`src/rtl/bit_edge_counter.sv`:
```
// Per-bit rising-edge event counters with saturate/wrap policy, sticky overflow flags,
// a one-cycle read port with optional read-and-clear, and a registered copy of the input bus.
module bit_edge_counter #(
   parameter int WIDTH     = 8,
   parameter int CNT_WIDTH = 8,
   parameter int SATURATE  = 1,
   parameter int SEL_WIDTH = (WIDTH > 1) ? $clog2(WIDTH) : 1
) (
   input  logic                 clk_i,
   input  logic                 rst_ni,
   input  logic                 en_i,
   input  logic [WIDTH-1:0]     data_i,
   output logic [WIDTH-1:0]     data_o,
   input  logic                 clear_i,
   input  logic                 rd_req_i,
   input  logic [SEL_WIDTH-1:0] rd_sel_i,
   input  logic                 rd_clr_i,
   output logic                 rd_valid_o,
   output logic [CNT_WIDTH-1:0] rd_data_o,
   output logic                 rd_ovf_o,
   output logic                 rd_err_o,
   output logic [WIDTH-1:0]     ovf_o
);

   logic [WIDTH-1:0]     r_data_q;
   logic [CNT_WIDTH-1:0] r_cnt [WIDTH];
   logic [WIDTH-1:0]     r_ovf;
   logic                 r_rd_valid;
   logic [CNT_WIDTH-1:0] r_rd_data;
   logic                 r_rd_ovf;
   logic                 r_rd_err;

   logic [WIDTH-1:0]     w_edge;
   logic                 w_sel_ok;
   logic                 w_rd_clr;
   logic [CNT_WIDTH-1:0] w_rd_cnt;
   logic                 w_rd_ovf;

   assign w_edge   = {WIDTH{en_i}} & data_i & ~r_data_q;
   assign w_sel_ok = (32'(rd_sel_i) < WIDTH);
   assign w_rd_clr = rd_req_i & rd_clr_i & w_sel_ok;

   // Select mux walks the valid channels only, so out-of-range selects read as zero.
   always_comb begin
      w_rd_cnt = '0;
      w_rd_ovf = 1'b0;
      for (int k = 0; k < WIDTH; k++) begin
         if (rd_sel_i == SEL_WIDTH'(k)) begin
            w_rd_cnt = r_cnt[k];
            w_rd_ovf = r_ovf[k];
         end
      end
   end

   always_ff @(posedge clk_i or negedge rst_ni) begin
      if (!rst_ni) begin
         r_data_q <= '0;
      end else begin
         r_data_q <= data_i;
      end
   end

   // Priority: global clear, then read-and-clear of the selected channel, then increment.
   always_ff @(posedge clk_i or negedge rst_ni) begin
      if (!rst_ni) begin
         r_ovf <= '0;
         for (int k = 0; k < WIDTH; k++) begin
            r_cnt[k] <= '0;
         end
      end else begin
         for (int k = 0; k < WIDTH; k++) begin
            if (clear_i) begin
               r_cnt[k] <= '0;
               r_ovf[k] <= 1'b0;
            end else if (w_rd_clr && (rd_sel_i == SEL_WIDTH'(k))) begin
               r_cnt[k] <= w_edge[k] ? CNT_WIDTH'(1) : '0;
               r_ovf[k] <= 1'b0;
            end else if (w_edge[k]) begin
               if (&r_cnt[k]) begin
                  r_ovf[k] <= 1'b1;
                  if (SATURATE == 0) begin
                     r_cnt[k] <= '0;
                  end
               end else begin
                  r_cnt[k] <= r_cnt[k] + CNT_WIDTH'(1);
               end
            end
         end
      end
   end

   // Response captures pre-update state, so a read-and-clear never loses the returned count.
   always_ff @(posedge clk_i or negedge rst_ni) begin
      if (!rst_ni) begin
         r_rd_valid <= 1'b0;
         r_rd_data  <= '0;
         r_rd_ovf   <= 1'b0;
         r_rd_err   <= 1'b0;
      end else begin
         r_rd_valid <= rd_req_i;
         r_rd_data  <= (rd_req_i && w_sel_ok) ? w_rd_cnt : '0;
         r_rd_ovf   <= rd_req_i & w_sel_ok & w_rd_ovf;
         r_rd_err   <= rd_req_i & ~w_sel_ok;
      end
   end

   assign data_o     = r_data_q;
   assign ovf_o      = r_ovf;
   assign rd_valid_o = r_rd_valid;
   assign rd_data_o  = r_rd_data;
   assign rd_ovf_o   = r_rd_ovf;
   assign rd_err_o   = r_rd_err;

endmodule

```
`config.mk`:
```
export PLATFORM = sky130hd
export DESIGN_NAME = bit_edge_counter
export DESIGN_NICKNAME = d
export VERILOG_FILES = /design/src/rtl/bit_edge_counter.sv
export SDC_FILE = /design/constraint.sdc
export NUM_CORES = 1
export LEC_CHECK = 0
export BUFFER_PORTS_ARGS = -buffer_cell sky130_fd_sc_hd__buf_2
export CORE_UTILIZATION = 65
export CTS_CLUSTER_DIAMETER = 40
export DETAILED_ROUTE_END_ITERATION = 7
export HOLD_SLACK_MARGIN = 0.06
export PLACE_DENSITY = 0.88
export RECOVER_POWER = 25
export SLEW_MARGIN = 10
export SYNTH_ARGS = -nofsm -noshare
export SYNTH_HDL_FRONTEND = slang
export SYNTH_SLANG_ARGS = --single-unit
```
`constraint.sdc`:
```
create_clock -name clk_i -period 2.7 [get_ports clk_i]
set_input_delay 0.27 -clock clk_i [delete_from_list [all_inputs] [get_ports clk_i]]
set_output_delay 0.27 -clock clk_i [all_outputs]
set_load 0.1 [all_outputs]
```
==> metrics.md <==
| Metric | Value |
|---|---|
| Post-synthesis instance area | 5010 um2 |
| Starting density of the core | between 60 and 70% |
| GR Overflow Total | 0 |
| Most used DFF post-synth | dfrtp_1 |
| H-tree depth | 3 |
| Unique masters post-synth | 53 |
| Worst Setup Start Kind | flip-flop |
| Root Buffer | clkbuf_8 |
| Multi-input gate area | 2590 um2 |
| Setup violations, final | 0 |
| Hold Path Class | input pin to flip-flop |
| Crit Path Class | flip-flop to flip-flop |
| Layout area overhead | 10.2% |
| Leakage Power | 2.43 nW |
| Final Max Slew Viols | 0 |
| Cells after Synth | approximately 510 |
| Min cycle time layout | roughly 1.8 ns |
| WL per Instance | 17.8 um |
| Sequential cell area | between 2000 and 2500 um2 |
| Worst r2r dst | r_cnt[29] |
| Crit. End Element | flip-flop |
| Pre-antenna DRT Iters | 5 |
| Finished Layout Cells | 646 |
| Number of flops mapped to enable cells by yosys | 0 |
| DR iter-0 viols | 420 |
| Core Box Area | roughly 7400 um2 |
| Worst Path Arrival | 2.13 ns |
| Total CTS buffers | 9 |
| Hold Crit Depth | 3 |
| Cell taking the most area after synthesis | dfrtp_1 |
| Die Height | around 90 um |
| Drt via density | about 6.5 |
| Hold Path End | r_cnt[0] |
| Share of layout cells above drive strength 1 | between 10 and 15% |
| RSZ-0062 raised after global routing | no |
| Hold Crit Start | rd_clr_i |
| Tot GR Track Use | between 30% and 40% |
| DP Wirelength | between 8 and 9 mm |
| Finished Cell Area | 5520 um2 |
| R2R Path Start | r_cnt[24] |
| Seq/Total Area, Yosys | about 45% |
| Max frequency | 0.544 GHz |
| Drt total wl | between 10 and 15 mm |
| Syn. warnings | 0 |
| Worst slew pin tran | around 0.91 ns |
| Largest net degree at the start of global routing | 55 |
| Pwr Density | just under 500 nW/um2 |
| I/O pins | 44 |
| Fill count | just over 500 |
| Routed vias | between 4000 and 5000 |
| Max_slew headroom | between 30 and 40% |
| Required arrival time at the worst endpoint | about 3.0 ns |
| Worst-path clk slew | ~0.080 ns |
| Inst Count DP | about 620 |
| Synth area leaders | dfrtp_1 (45%), nor2_1 (5.0%), xor2_1 (4.2%) |
| Max Fanout on Critical Path | 10 |
| Clock Skew | about 0.0084 ns |
| Port Buffers | 42 |
| CTS Sinks | 90 |
| Syn_nets | between 500 and 600 |
| Max VDD drop | 0.428 mV |
| Reg2Reg Setup Slack | 0.86 ns |
| FFs w/ async S/R, synth | 100% |
| Avg Inst Size Synth | between 9 and 10 um2 |
| Final hold slack | between 0.2 and 0.25 ns |
| Die W | 89.8 um |
| Routability-driven placement congestion ratio | 0.938 |
| DIE AREA | approximately 8100 um2 |
| CTS tree | done |
| Top-area cell type share of the netlist area | 45.0% |
| Nets | ~570 |
| Wire length of the first global-routing pass | approximately 19 mm |
| Reg2Reg Depth | 5 |
| Tcrit/Tclk final | 68.0% |
| Max-Cap Viols | 0 |
| Post_cts resized | 0 |
| Final Hold Violating Endpoints | 0 |
| Rows | 31 |
| Clock buffer depth | 2 |
| Remaining antenna violation count after routing | 0 |
| Synthesized flop and latch total | 90 |
| Initial antenna violation count | 0 |
| DRC | 0 |
| Diode count | 0 |
| Clock latency on the worst-skew pair | about 0.37 ns |
| Post-Route Setup TNS | 0 ns |
| Vias in the first global route | between 3000 and 4000 |
| Placed cell area | between 5000 and 6000 um2 |
| Status | finished clean |
-- cells by family after synthesis --
| family | Yosys count | synth area share (%) |
|---|---|---|
| buffers and inverters | 35 | 3.35 |
| other | 1 | 0.0749 |
| AOI/OAI and AO/OA | 125 | 17.0 |
| DFF | 90 | 45.0 |
| adders and majority gates | 8 | 2.00 |
| muxes | 30 | 7.94 |
| xor gates and xnor gates | 27 | 4.72 |
| and+or+nand+nor | 191 | 20.0 |
-- worst max path at each step --
stage	end	from	slack [ns]	depth (start not counted)
after floorplan	r_cnt[31]	data_o[4]	0.77	4
after global placement	r_cnt[26]	rd_sel_i[0]	0.96	5
after detailed placement	r_cnt[29]	r_cnt[24]	0.90	5
after CTS	r_cnt[29]	r_cnt[24]	0.88	5
after global routing	r_cnt[32]	r_cnt[32]	0.77	5
final	r_cnt[29]	r_cnt[24]	0.86	5
-- cell type report --
type	instances	share of cell area, %
inverter	9	0.612
clock inverter	3	1.18
multi-input combinational	382	46.9
timing repair buffer	52	5.67
sequential	90	40.8
tap	99	2.24
clock buffer	11	2.56
-- report_power, final --
group / switching, mW / total (mW) / internal [mW] / leakage, nW
clock: 0.449 / 0.985 / 0.535 / 0.105
combinational: 0.248 / 0.329 / 0.0811 / 1.09
sequential: 0.0200 / 1.39 / 1.37 / 1.23
-- timing repair --
action,CTS,global route
buffers inserted,0,0
hold buffers,9,0
endpoints found under the setup margin,0,0
hold endpoints to repair,44,0
-- state kept, by name (all words and copies together), names as in the netlist --
register / flops
rd_data_o: 8
ovf_o: 8
data_o: 8
rd_valid_o: 1
r_cnt: 64
rd_ovf_o: 1
-- routing by layer --
metal | vias to the layer above | track usage, % | part of all wire [%]
met3 | 33 | 6.35 | 7.4
met2 | 208 | 47.8 | 46
li1 | 1961 | - | -
met1 | 2008 | 42.6 | 44
met5 | - | 0 | 0
met4 | 0 | 11.9 | 2.8
-- placed cells by master, fill, tap and decap left out, types with 3 or more instances in the layout --
| master | count |
|---|---|
| o211ai_1 | 17 |
| nor3_1 | 6 |
| inv_1 | 9 |
| and3b_1 | 3 |
| and3b_2 | 5 |
| xor2_1 | 24 |
| clkbuf_1 | 7 |
| nor2_1 | 67 |
| buf_2 | 34 |
| or3_1 | 5 |
| a21oi_1 | 24 |
| clkbuf_8 | 10 |
| mux2_2 | 8 |
| dlygate4sd3_1 | 9 |
| and4_1 | 6 |
| xnor2_1 | 3 |
| and3_1 | 13 |
| o41ai_1 | 3 |
| a211oi_1 | 17 |
| a31oi_1 | 8 |
| nand3_1 | 18 |
| o21ai_0 | 23 |
| dfrtp_1 | 90 |
| nand4_1 | 14 |
| mux2i_1 | 15 |
| ha_1 | 8 |
| nand2_1 | 27 |
| o22ai_1 | 8 |
| o2111ai_1 | 5 |
| or4_1 | 6 |
| nand2b_1 | 8 |
| o31ai_1 | 5 |
| nor2b_1 | 3 |
| mux4_2 | 7 |
| nand3b_1 | 4 |
-- Yosys cell counts (3+ instances only) --
master	instances
a31oi_1	8
nor2b_1	3
nor2_1	67
mux2_2	8
mux2i_1	15
o31ai_1	5
or4_1	6
xnor2_1	3
and3b_1	3
inv_1	9
and4_1	6
nand2_1	27
or3_1	5
a21oi_1	24
o21ai_0	23
o22ai_1	8
nand4_1	14
a211oi_1	17
ha_1	8
dfrtp_1	90
o211ai_1	17
o41ai_1	3
buf_2	7
xor2_1	24
and3b_2	5
nand3b_1	4
o2111ai_1	5
buf_4	3
and3_1	13
nor3_1	6
nand2b_1	8
mux4_2	7
clkbuf_1	12
nand3_1	18
-- critical path: stages (launching register included) --
cell	delay [ns]
dfrtp_1	0.43
ha_1	0.24
and3_1	0.20
a21o_1	0.28
or4_1	0.42
a21oi_1	0.18
-- metrics by stage --
stage | setup slack [ns] | power, mW | util [%]
after global routing | 0.769 | 2.80 | 74.9
after global placement | 0.958 | 1.73 | 71.0
after floorplan | 0.774 | 1.65 | -
after detailed placement | 0.895 | 1.73 | 71.0
after CTS | 0.882 | 2.72 | 75.0
final | 0.863 | 2.70 | 74.9
(Power assumes the default switching activity.)
